<file path="src/rtl/gemm_sched_pkg.sv">
// Shared types and helpers for the GeMM tile scheduler.
// Optional perf counters: define GEMM_SCHED_PERF_EN.
package gemm_sched_pkg;

  typedef enum logic [2:0] {
    IDLE,
    CLEAR,
    FEED,
    FLUSH,
    DRAIN,
    DONE
  } sched_state_e;

  function automatic int unsigned ceil_div(
    input int unsigned a,
    input int unsigned b
  );
    return (a + b - 1) / b;
  endfunction

  // Skew drain: last operand crosses ArrM+ArrN-1 PE hops
  function automatic int unsigned flush_cycles(
    input int unsigned arr_m,
    input int unsigned arr_n
  );
    return arr_m + arr_n - 1;
  endfunction

endpackage

</file>
<file path="src/rtl/gemm_tile_counter.sv">
// Two-level tile walker: n_tile inner, m_tile outer, both wrap to 0.
// Used by gemm_tile_scheduler to step through output tiles.
module gemm_tile_counter
  import gemm_sched_pkg::*;
#(
  parameter int W = 8
) (
  input  logic         clk_i,
  input  logic         rst_ni,
  input  logic         clear_i,
  input  logic         advance_i,
  input  logic [W-1:0] m_tiles_i,
  input  logic [W-1:0] n_tiles_i,
  output logic [W-1:0] m_tile_o,
  output logic [W-1:0] n_tile_o,
  output logic         last_tile_o
);

  logic [W-1:0] m_q, m_d;
  logic [W-1:0] n_q, n_d;
  logic         m_last, n_last;

  assign m_last = (m_q == m_tiles_i - W'(1));
  assign n_last = (n_q == n_tiles_i - W'(1));

  always_comb begin
    m_d = m_q;
    n_d = n_q;
    if (clear_i) begin
      m_d = '0;
      n_d = '0;
    end else if (advance_i) begin
      if (n_last) begin
        n_d = '0;
        m_d = m_last ? '0 : m_q + W'(1);
      end else begin
        n_d = n_q + W'(1);
      end
    end
  end

  always_ff @(posedge clk_i or negedge rst_ni) begin
    if (!rst_ni) begin
      m_q <= '0;
      n_q <= '0;
    end else begin
      m_q <= m_d;
      n_q <= n_d;
    end
  end

  assign m_tile_o    = m_q;
  assign n_tile_o    = n_q;
  assign last_tile_o = m_last & n_last;

endmodule

</file>
<file path="src/rtl/gemm_tile_scheduler.sv">
// Output-stationary GeMM tile sequencer: clear, feed K, flush, drain.
// Optional perf counters: define GEMM_SCHED_PERF_EN.
module gemm_tile_scheduler
  import gemm_sched_pkg::*;
#(
  parameter int ArrM          = 4,
  parameter int ArrN          = 4,
  parameter int SizeAddrWidth = 8,
  parameter int AddrWidth     = 16
) (
  input  logic                     clk_i,
  input  logic                     rst_ni,
  input  logic                     start_i,
  input  logic [SizeAddrWidth-1:0] M_size_i,
  input  logic [SizeAddrWidth-1:0] K_size_i,
  input  logic [SizeAddrWidth-1:0] N_size_i,
  input  logic                     in_valid_i,
  input  logic                     c_ready_i,
  output logic [AddrWidth-1:0]     a_addr_o,
  output logic [AddrWidth-1:0]     b_addr_o,
  output logic                     fetch_o,
  output logic                     pe_clr_o,
  output logic                     pe_en_o,
  output logic                     feed_zero_o,
  output logic [$clog2(ArrM)-1:0]  drain_row_o,
  output logic [AddrWidth-1:0]     c_addr_o,
  output logic                     c_we_o,
  output logic                     busy_o,
  output logic                     done_o
`ifdef GEMM_SCHED_PERF_EN
  ,
  output logic [31:0]              perf_cycles_o,
  output logic [31:0]              perf_in_stall_o,
  output logic [31:0]              perf_out_stall_o
`endif
);

  localparam int unsigned FlushCycles = flush_cycles(ArrM, ArrN);
  localparam int SW     = SizeAddrWidth;
  localparam int AW     = AddrWidth;
  localparam int RowW   = $clog2(ArrM);
  localparam int FlushW = $clog2(FlushCycles + 1);
  localparam logic [RowW-1:0]   LastRow   = RowW'(ArrM - 1);
  localparam logic [FlushW-1:0] FlushLast = FlushW'(FlushCycles - 1);

  sched_state_e      state_q, state_d;
  logic [SW-1:0]     k_q, k_d;
  logic [SW-1:0]     k_size_q;
  logic [SW-1:0]     m_tiles_q, n_tiles_q;
  logic [FlushW-1:0] flush_q, flush_d;
  logic [RowW-1:0]   row_q, row_d;

  logic fetch_q;
  logic clr_q, feed_q, flush_en_q;
  logic we_q, busy_q, done_q;

  logic          take;
  logic          tile_clr, tile_adv;
  logic [SW-1:0] m_tile, n_tile;
  logic          last_tile;

  gemm_tile_counter #(
    .W(SW)
  ) u_tiles (
    .clk_i      (clk_i),
    .rst_ni     (rst_ni),
    .clear_i    (tile_clr),
    .advance_i  (tile_adv),
    .m_tiles_i  (m_tiles_q),
    .n_tiles_i  (n_tiles_q),
    .m_tile_o   (m_tile),
    .n_tile_o   (n_tile),
    .last_tile_o(last_tile)
  );

  always_comb begin
    state_d  = state_q;
    k_d      = k_q;
    flush_d  = flush_q;
    row_d    = row_q;
    take     = 1'b0;
    tile_clr = 1'b0;
    tile_adv = 1'b0;
    unique case (state_q)
      IDLE: begin
        if (start_i) begin
          take     = 1'b1;
          tile_clr = 1'b1;
          if (M_size_i == '0 || N_size_i == '0) begin
            state_d = DONE;
          end else begin
            state_d = CLEAR;
          end
        end
      end
      CLEAR: begin
        k_d     = '0;
        flush_d = '0;
        row_d   = '0;
        state_d = (k_size_q == '0) ? FLUSH : FEED;
      end
      FEED: begin
        if (in_valid_i) begin
          if (k_q == k_size_q - SW'(1)) begin
            state_d = FLUSH;
          end else begin
            k_d = k_q + SW'(1);
          end
        end
      end
      FLUSH: begin
        if (flush_q == FlushLast) begin
          state_d = DRAIN;
        end else begin
          flush_d = flush_q + FlushW'(1);
        end
      end
      DRAIN: begin
        if (c_ready_i) begin
          if (row_q == LastRow) begin
            tile_adv = 1'b1;
            state_d  = last_tile ? DONE : CLEAR;
          end else begin
            row_d = row_q + RowW'(1);
          end
        end
      end
      DONE: begin
        state_d = IDLE;
      end
      default: begin
        state_d = IDLE;
      end
    endcase
  end

  always_ff @(posedge clk_i or negedge rst_ni) begin
    if (!rst_ni) begin
      state_q    <= IDLE;
      k_q        <= '0;
      k_size_q   <= '0;
      m_tiles_q  <= '0;
      n_tiles_q  <= '0;
      flush_q    <= '0;
      row_q      <= '0;
      fetch_q    <= 1'b0;
      clr_q      <= 1'b0;
      feed_q     <= 1'b0;
      flush_en_q <= 1'b0;
      we_q       <= 1'b0;
      busy_q     <= 1'b0;
      done_q     <= 1'b0;
    end else begin
      state_q    <= state_d;
      k_q        <= k_d;
      flush_q    <= flush_d;
      row_q      <= row_d;
      fetch_q    <= fetch_o;
      clr_q      <= (state_d == CLEAR);
      feed_q     <= (state_d == FEED);
      flush_en_q <= (state_d == FLUSH);
      we_q       <= (state_d == DRAIN);
      busy_q     <= (state_d != IDLE);
      done_q     <= (state_d == DONE);
      if (take) begin
        k_size_q  <= K_size_i;
        m_tiles_q <= SW'(ceil_div(32'(M_size_i), ArrM));
        n_tiles_q <= SW'(ceil_div(32'(N_size_i), ArrN));
      end
    end
  end

  logic [AW-1:0] m_ext, n_ext, k_ext;
  logic [AW-1:0] ksz_ext, nt_ext, row_ext;

  always_comb begin
    m_ext   = AW'(m_tile);
    n_ext   = AW'(n_tile);
    k_ext   = AW'(k_q);
    ksz_ext = AW'(k_size_q);
    nt_ext  = AW'(n_tiles_q);
    row_ext = AW'(row_q);
  end

  assign a_addr_o = m_ext * ksz_ext + k_ext;
  assign b_addr_o = k_ext * nt_ext + n_ext;
  assign c_addr_o = (m_ext * AW'(ArrM) + row_ext) * nt_ext + n_ext;

  // SRAM read latency 1: operands reach the array one cycle after fetch
  assign fetch_o     = feed_q & in_valid_i;
  assign pe_en_o     = fetch_q | flush_en_q;
  assign pe_clr_o    = clr_q;
  assign feed_zero_o = flush_en_q;
  assign drain_row_o = row_q;
  assign c_we_o      = we_q;
  assign busy_o      = busy_q;
  assign done_o      = done_q;

`ifdef GEMM_SCHED_PERF_EN
  logic [31:0] perf_cyc_q, perf_in_q, perf_out_q;

  always_ff @(posedge clk_i or negedge rst_ni) begin
    if (!rst_ni) begin
      perf_cyc_q <= '0;
      perf_in_q  <= '0;
      perf_out_q <= '0;
    end else if (take) begin
      perf_cyc_q <= '0;
      perf_in_q  <= '0;
      perf_out_q <= '0;
    end else begin
      if (busy_q) begin
        perf_cyc_q <= perf_cyc_q + 32'd1;
      end
      if (feed_q && !in_valid_i) begin
        perf_in_q <= perf_in_q + 32'd1;
      end
      if (we_q && !c_ready_i) begin
        perf_out_q <= perf_out_q + 32'd1;
      end
    end
  end

  assign perf_cycles_o    = perf_cyc_q;
  assign perf_in_stall_o  = perf_in_q;
  assign perf_out_stall_o = perf_out_q;
`endif

endmodule

</file>
<file path="config.mk">
export PLATFORM = sky130hd
export DESIGN_NAME = gemm_tile_scheduler
export DESIGN_NICKNAME = d
export VERILOG_FILES = /design/src/rtl/gemm_sched_pkg.sv /design/src/rtl/gemm_tile_counter.sv /design/src/rtl/gemm_tile_scheduler.sv
export SDC_FILE = /design/constraint.sdc
export NUM_CORES = 1
export LEC_CHECK = 0
export ABC_AREA = 0
export CORE_MARGIN = 2
export CORE_UTILIZATION = 61
export DETAILED_ROUTE_END_ITERATION = 8
export PLACE_DENSITY = 0.83
export REMOVE_ABC_BUFFERS = 1
export SYNTH_ARGS = -nofsm -noshare
export SYNTH_HDL_FRONTEND = slang
export SYNTH_SLANG_ARGS = --single-unit
</file>
<file path="constraint.sdc">
create_clock -name clk_i -period 7.55 [get_ports clk_i]
set_clock_uncertainty 0.2 [all_clocks]
set_input_delay 1.51 -clock clk_i [delete_from_list [all_inputs] [get_ports clk_i]]
set_output_delay 1.51 -clock clk_i [all_outputs]
set_load 0.05 [all_outputs]
</file>
Word level (Yosys, flattened, before mapping)
Cells that the tools add are included.
- add/subtract/negate cells: 16
- multipliers: 3
- bitwise operators: 3
- reductions and logical operators: 15
- equal/unequal tests: 19
- mux-type cells: 30
- operators with widths (kind ; number):
    8-bit 2-to-1 mux ; 9
    16-bit by 8-bit adder with 16-bit output ; 3
    8-bit by 8-bit multiplier with 16-bit output ; 2
    3-bit 2-to-1 mux ; 9
    8-bit by 1-bit adder with 8-bit output (second input constant) ; 3
    8-bit equality test ; 3
    8-bit zero test ; 3
    8-bit by 1-bit subtractor with 8-bit output (second input constant) ; 3
    9-bit by 1-bit subtractor with 10-bit output (second input constant) ; 2
    8-bit by 3-bit adder with 9-bit output (second input constant) ; 2
    11-bit by 8-bit multiplier with 16-bit output ; 1
    8-bit one-hot mux with 2 select lines ; 1
    3-bit one-hot mux with 5 select lines ; 1
    3-bit by 2-bit equality test with 1-bit output (second input constant) ; 4
    3-bit equality test (second input constant) ; 4
    10-bit by 2-bit adder with 11-bit output ; 1
    2-bit != test (second input constant) ; 5
    2-bit nonzero test ; 5
    3-bit by 1-bit equality test with 1-bit output (second input constant) ; 2
    1-bit 2-to-1 mux ; 6
    3-bit one-hot mux with 2 select lines ; 1
    3-bit AND reduction ; 2
    2-bit 2-to-1 mux ; 2
    2-bit one-hot mux with 2 select lines ; 1
    other kinds (9) ; 11
- register bits: 63
- word-level logic and storage cells: 102
- input bits: 29

Longest topological paths before layout
- word-level depth: 8
- gate-level depth with buffers: 18
- gate-level depth less buffers: 17

Modules after synthesis
A second synthesis with hierarchy kept.
- cells, all modules: 1270
- area, all modules: 10971.8 um^2
- modules (own cells, without submodules) (module ; area an instance (um^2) ; times used ; cells an instance):
    gemm_tile_scheduler ; 9485.3 ; 1 ; 1097
    gemm_tile_counter ; 1486.4 ; 1 ; 173

Least setup slack after synthesis
Ideal clock, no wire load.
- path type: flip-flop to output port
- from: register u_tiles.m_q[0], in the netlist u_tiles.m_tile_o[0]
- to: output a_addr_o[13]
- data required time: 5840 ps
- stages on the path, launching flop included: 18
- setup slack: 807 ps
- path buffers: 2
- data arrival time: 5033 ps
- path through: dfrtp_1 -> clkbuf_1 -> clkbuf_1 -> nand2_1 -> fa_1 -> fa_1 -> inv_1 -> fa_1 -> inv_1 -> fa_1 -> inv_1 -> ha_1 -> o21ai_0 -> o21ai_0 -> a21oi_1 -> o21ai_0 -> a21oi_1 -> xnor2_1
- word-level cells in the longest chain between the ends: 2
- ends and longest elaborated chain (what ; line ; RTL):
    from (decl) ; gemm_tile_counter.sv:19 ; logic [W-1:0] m_q, m_d;
    from (signal assigned) ; gemm_tile_counter.sv:47 ; m_q <= m_d;
    8-bit by 8-bit multiplier with 16-bit output ; gemm_tile_scheduler.sv:185 ; assign a_addr_o = m_ext * ksz_ext + k_ext;
    16-bit by 8-bit adder with 16-bit output ; gemm_tile_scheduler.sv:185 ;
    to (decl) ; gemm_tile_scheduler.sv:19 ; output logic [AddrWidth-1:0] a_addr_o,
Every way passes these cells.

Final worst setup path
- from: register n_tiles_q[2]
- to: output b_addr_o[12]
- word-level cells in the longest chain between the ends: 2
- ends and longest elaborated chain (what ; line ; RTL):
    from (decl) ; gemm_tile_scheduler.sv:49 ; logic [SW-1:0] m_tiles_q, n_tiles_q;
    from (signal assigned) ; gemm_tile_scheduler.sv:168 ; n_tiles_q <= SW'(ceil_div(32'(N_size_i), ArrN));
    8-bit by 8-bit multiplier with 16-bit output ; gemm_tile_scheduler.sv:186 ; assign b_addr_o = k_ext * nt_ext + n_ext;
    16-bit by 8-bit adder with 16-bit output ; gemm_tile_scheduler.sv:186 ;
    to (decl) ; gemm_tile_scheduler.sv:20 ; output logic [AddrWidth-1:0] b_addr_o,
Every way passes these cells.

==> results.rst <==
.. list-table::
   :header-rows: 1

   * - Metric
     - Value
   * - Outcome
     - completed
   * - Worst Reg-to-Reg Cells
     - 8
   * - GRT Resource Usage Total
     - 0.275
   * - Via density
     - 5.78
   * - Number of buffers created by CTS
     - 9
   * - Drt first-iter violations
     - 702
   * - Post-DP HPWL
     - 19000 microns
   * - Total internal power
     - 1070 uW
   * - Depth of the CTS H-tree
     - 3
   * - Count of buffers inserted at the top-level ports
     - 85
   * - Count of antenna-violating nets left after detailed routing
     - 0
   * - Top layer in use
     - met4
   * - Critical path's top delay family
     - adder cells
   * - Number of flops mapped to enable cells by yosys
     - 0
   * - Launch instance of the worst min-delay path
     - flush_q[0]
   * - Latest clock arrival within the worst-skew pair
     - 0.34 ns
   * - CTS Sinks
     - 61
   * - Overall Power
     - 2180 uW
   * - Placed cell count
     - 1539
   * - Starting density of the core
     - 0.626
   * - Routed length per placed instance
     - 15.7 microns
   * - Drt drc
     - 0
   * - Core outline area
     - 17300 sq um
   * - I/O pin count
     - 86
   * - Site Rows
     - 48
   * - Final RePlAce weighted congestion
     - 0.898
   * - Clock-pin slew on the worst setup and hold paths
     - 0.06 ns
   * - Hold Path Depth
     - 1
   * - Peak supply drop
     - 260 uV
   * - Slew of the pin with the lowest slew margin
     - 1.05 ns
   * - Leakage Power
     - 0.00650 uW
   * - Die height
     - 137 microns
   * - Cell count after synthesis
     - 1272
   * - Worst flop-to-flop path startpoint
     - n_tiles_q[1]
   * - Number of endpoints with negative hold slack in the final report
     - 0
   * - Unrepaired setup endpoints after global routing
     - no
   * - Total power per unit cell area
     - 179 nW/um^2
   * - Critical Path RT
     - 5.84 ns
   * - Amount of wire on met2 after detailed routing
     - 12000 microns
   * - Library cell with the largest summed area after synthesis
     - fa_1
   * - Final setup fails
     - 0
   * - Destination of the worst hold path
     - flush_q[0]
   * - Total wire length
     - 24400 microns
   * - Critical-path cell list
     - inv_1, nor2_1, fa_1, fa_1, inv_1, fa_1, fa_1, inv_1, ha_1, o21ai_0, nor2_1, or4_1, a41o_1, nor2_1, xnor2_1, clkdlybuf4s50_1
   * - Placement Cell Area
     - 11900 sq um
   * - Sort of element at the start of the critical path
     - flop
   * - Register-to-register path setup slack
     - 4.48 ns
   * - Comb pwr share
     - 0.518
   * - CTS tree
     - yes
   * - Number of setup buffers added after CTS
     - 0
   * - Highest Clock Rate
     - 0.136 GHz
   * - Sequential element share of the synthesized area
     - 0.141
   * - Overall die width
     - 137 microns
   * - Critical Path Slowest Stage Cell
     - clkdlybuf4s50_1
   * - # nets final
     - 1610
   * - Grt ovf
     - 0
   * - Area of the die
     - 18800 sq um
   * - Count of unique library cells instantiated by Yosys
     - 65
   * - Wire length on met1
     - 10600 microns
   * - Net switching power of the design
     - 1100 uW
   * - Top cell type's share of synthesized area
     - 0.239
   * - Overall via count from detail_route
     - 8985
   * - Number of global-route vias before repair
     - 8920
   * - Fraction of layout instances using a drive strength above 1
     - 0.0436
   * - Dominant synthesized flop cell
     - dfrtp_1
   * - FF-to-FF End
     - u_tiles.m_tile_o[5]
   * - Fillcell total
     - 1348
   * - Top area cells in the synthesized netlist
     - fa_1, ha_1, dfrtp_1
   * - Signal arrival time at the worst endpoint
     - 5.66 ns
   * - Final period util
     - 0.976
   * - WL met3
     - 1280 microns
   * - Number of non-filler instances in the completed layout
     - 1555
   * - Final antenna diode count
     - 0
   * - Worst path max stage delay
     - 0.82 ns
   * - Maximum number of pins on one net before global-route repair
     - 62
   * - Clock power frac
     - 0.188
   * - Crit-path max FO
     - 8
   * - Iteration count of the initial detailed-routing pass
     - 5
   * - Yosys reg bits
     - 61
   * - Sw Share
     - 0.507
   * - Worst max-slew margin expressed relative to the limit
     - 0.299
   * - Reported max-cap violation count
     - 0
   * - Final Critical Period
     - 7.37 ns
   * - Wire length of the first global-routing pass
     - 41300 microns
   * - CTS Buffer Depth
     - 2
   * - Type of element capturing the critical path
     - primary output
   * - Relative area change from synthesis to final layout
     - 12.5%
   * - Final slew viol count
     - 0
   * - Type of the worst setup path
     - reg2out
   * - Post-synthesis instance area
     - 10800 sq um
   * - Tightest Hold Check Type
     - reg2reg
   * - Syn Area/Cell
     - 8.51 sq um
   * - Commonest non-fill, non-tap cell in the layout
     - inv_1
   * - Aggregate negative setup slack
     - 0 ns
   * - Number of buffers inserted by hold repair at cts
     - 0
   * - Crit path top cell by count
     - fa_1
   * - Fraction of synthesis flops using an asynchronous set or reset pin
     - 1.00
   * - Finished layout cell area
     - 12200 sq um
   * - Number of antenna violations at the first check in global routing
     - 0
   * - Fraction of power consumed by sequential logic
     - 0.294
   * - Buffers plus inverters on the worst setup path
     - 4
   * - CTS root buf
     - clkbuf_16
   * - Commonest cells after routing, fill and taps aside
     - inv_1, nand2_1, and2_1
   * - Yosys warning total
     - 0
[cell usage after synthesis (3+ instances only)]
cell	instances
a211o_1	3
a211oi_1	11
a21o_1	9
a21oi_1	16
a311oi_1	3
a31oi_1	13
a32oi_1	7
a41oi_1	3
and2_1	131
and3_1	15
clkbuf_1	60
dfrtp_1	61
fa_1	129
ha_1	127
inv_1	216
mux2i_1	6
nand2_1	135
nand2b_1	5
nand3_1	27
nand3b_1	3
nand4_1	5
nor2_1	59
nor2b_1	4
nor3_1	19
nor3b_1	5
nor4_1	9
o2111ai_1	3
o211ai_1	7
o21a_1	12
o21ai_0	44
o21bai_1	4
o31ai_1	6
o41ai_1	3
or2_2	4
or3_1	4
or4_1	4
xnor2_1	41
xor2_1	24
[registers in the layout, summed over array words and instances (netlist names), 2 cells and up]
register,count
k_q,8
n_tiles_q,7
state_q,3
drain_row_o,2
m_tiles_q,7
u_tiles.n_tile_o,8
flush_q,3
u_tiles.m_tile_o,8
k_size_q,8
[cell families (layout without fill, tap and decap cells)]
family | after synthesis | in the layout | share of synthesized area
buffers and inverters | 278 | 336 | 0.0965
AOI/OAI and AO/OA | 162 | 162 | 0.105
xor gates and xnor gates | 65 | 65 | 0.0526
muxes | 9 | 9 | 0.00902
and+or+nand+nor | 441 | 441 | 0.210
DFF | 61 | 61 | 0.141
adders and majority gates | 256 | 256 | 0.386
[stage by stage]
step	setup WS [ns]	util	hold WS [ns]
6_report	0.184	0.704	0.333
5_1_grt	0.00465	0.704	0.348
4_1_cts	0.0195	0.703	0.333
3_5_place_dp	0.337	0.685	0.317
3_3_place_gp	0.500	0.685	0.307
2_1_floorplan	1.04	-	0.289
[metal layers]
layer | GRT usage | vias to the layer above
met5 | 0 | -
met4 | 0.0836 | 0
met3 | 0.0405 | 44
met2 | 0.469 | 263
met1 | 0.365 | 4468
li1 | - | 4210
[power groups by stage]
stage                     registers (uW)  clock network (uW)  logic (uW)
after floorplan                      583                   0         770
final                                641                 409        1130
after detailed placement             634                   0        1110
after global placement               623                   0        1080
after CTS                            629                 413        1130
after global routing                 656                 428        1250
[worst max path at each step]
stage          slack (ns)            to           startpoint  cells past startpoint
2_1_floorplan        1.04  a_addr_o[13]  u_tiles.m_tile_o[0]                     15
3_3_place_gp         0.50  a_addr_o[14]  u_tiles.m_tile_o[5]                     16
3_5_place_dp         0.34  b_addr_o[15]         n_tiles_q[0]                     16
4_1_cts              0.02  a_addr_o[14]  u_tiles.m_tile_o[0]                     15
5_1_grt             0.005  b_addr_o[12]         n_tiles_q[2]                     16
6_report             0.18  b_addr_o[12]         n_tiles_q[2]                     16
[worst register-to-register path, delay by kind of cell, from the launching register on]
family / cells / cell delay [ns]
buffers and inverters: 2 / 0.39
AOI/OAI and AO/OA: 3 / 1.04
adders and majority gates: 1 / 0.30
DFF: 1 / 0.55
and+or+nand+nor: 2 / 0.47
[cell type report]
type	instances	area [sq um]	share of cell area
Inverter	216	811	0.0666
Clock buffer	11	253	0.0208
Timing Repair Buffer	104	1010	0.0826
Sequential cell	61	1530	0.126
Tap cell	225	282	0.0231
Multi-Input combinational cell	933	8250	0.677
Clock inverter	5	42.5	0.00349
[timing repair]
item | 4_1_cts | 5_1_grt
setup endpoints to repair | 2 | 9
cloned | 0 | 0
gates resized for setup | 2 | 12
hold endpoints to repair | 0 | 0
Note: power is estimated with default switching activity, not from simulation.
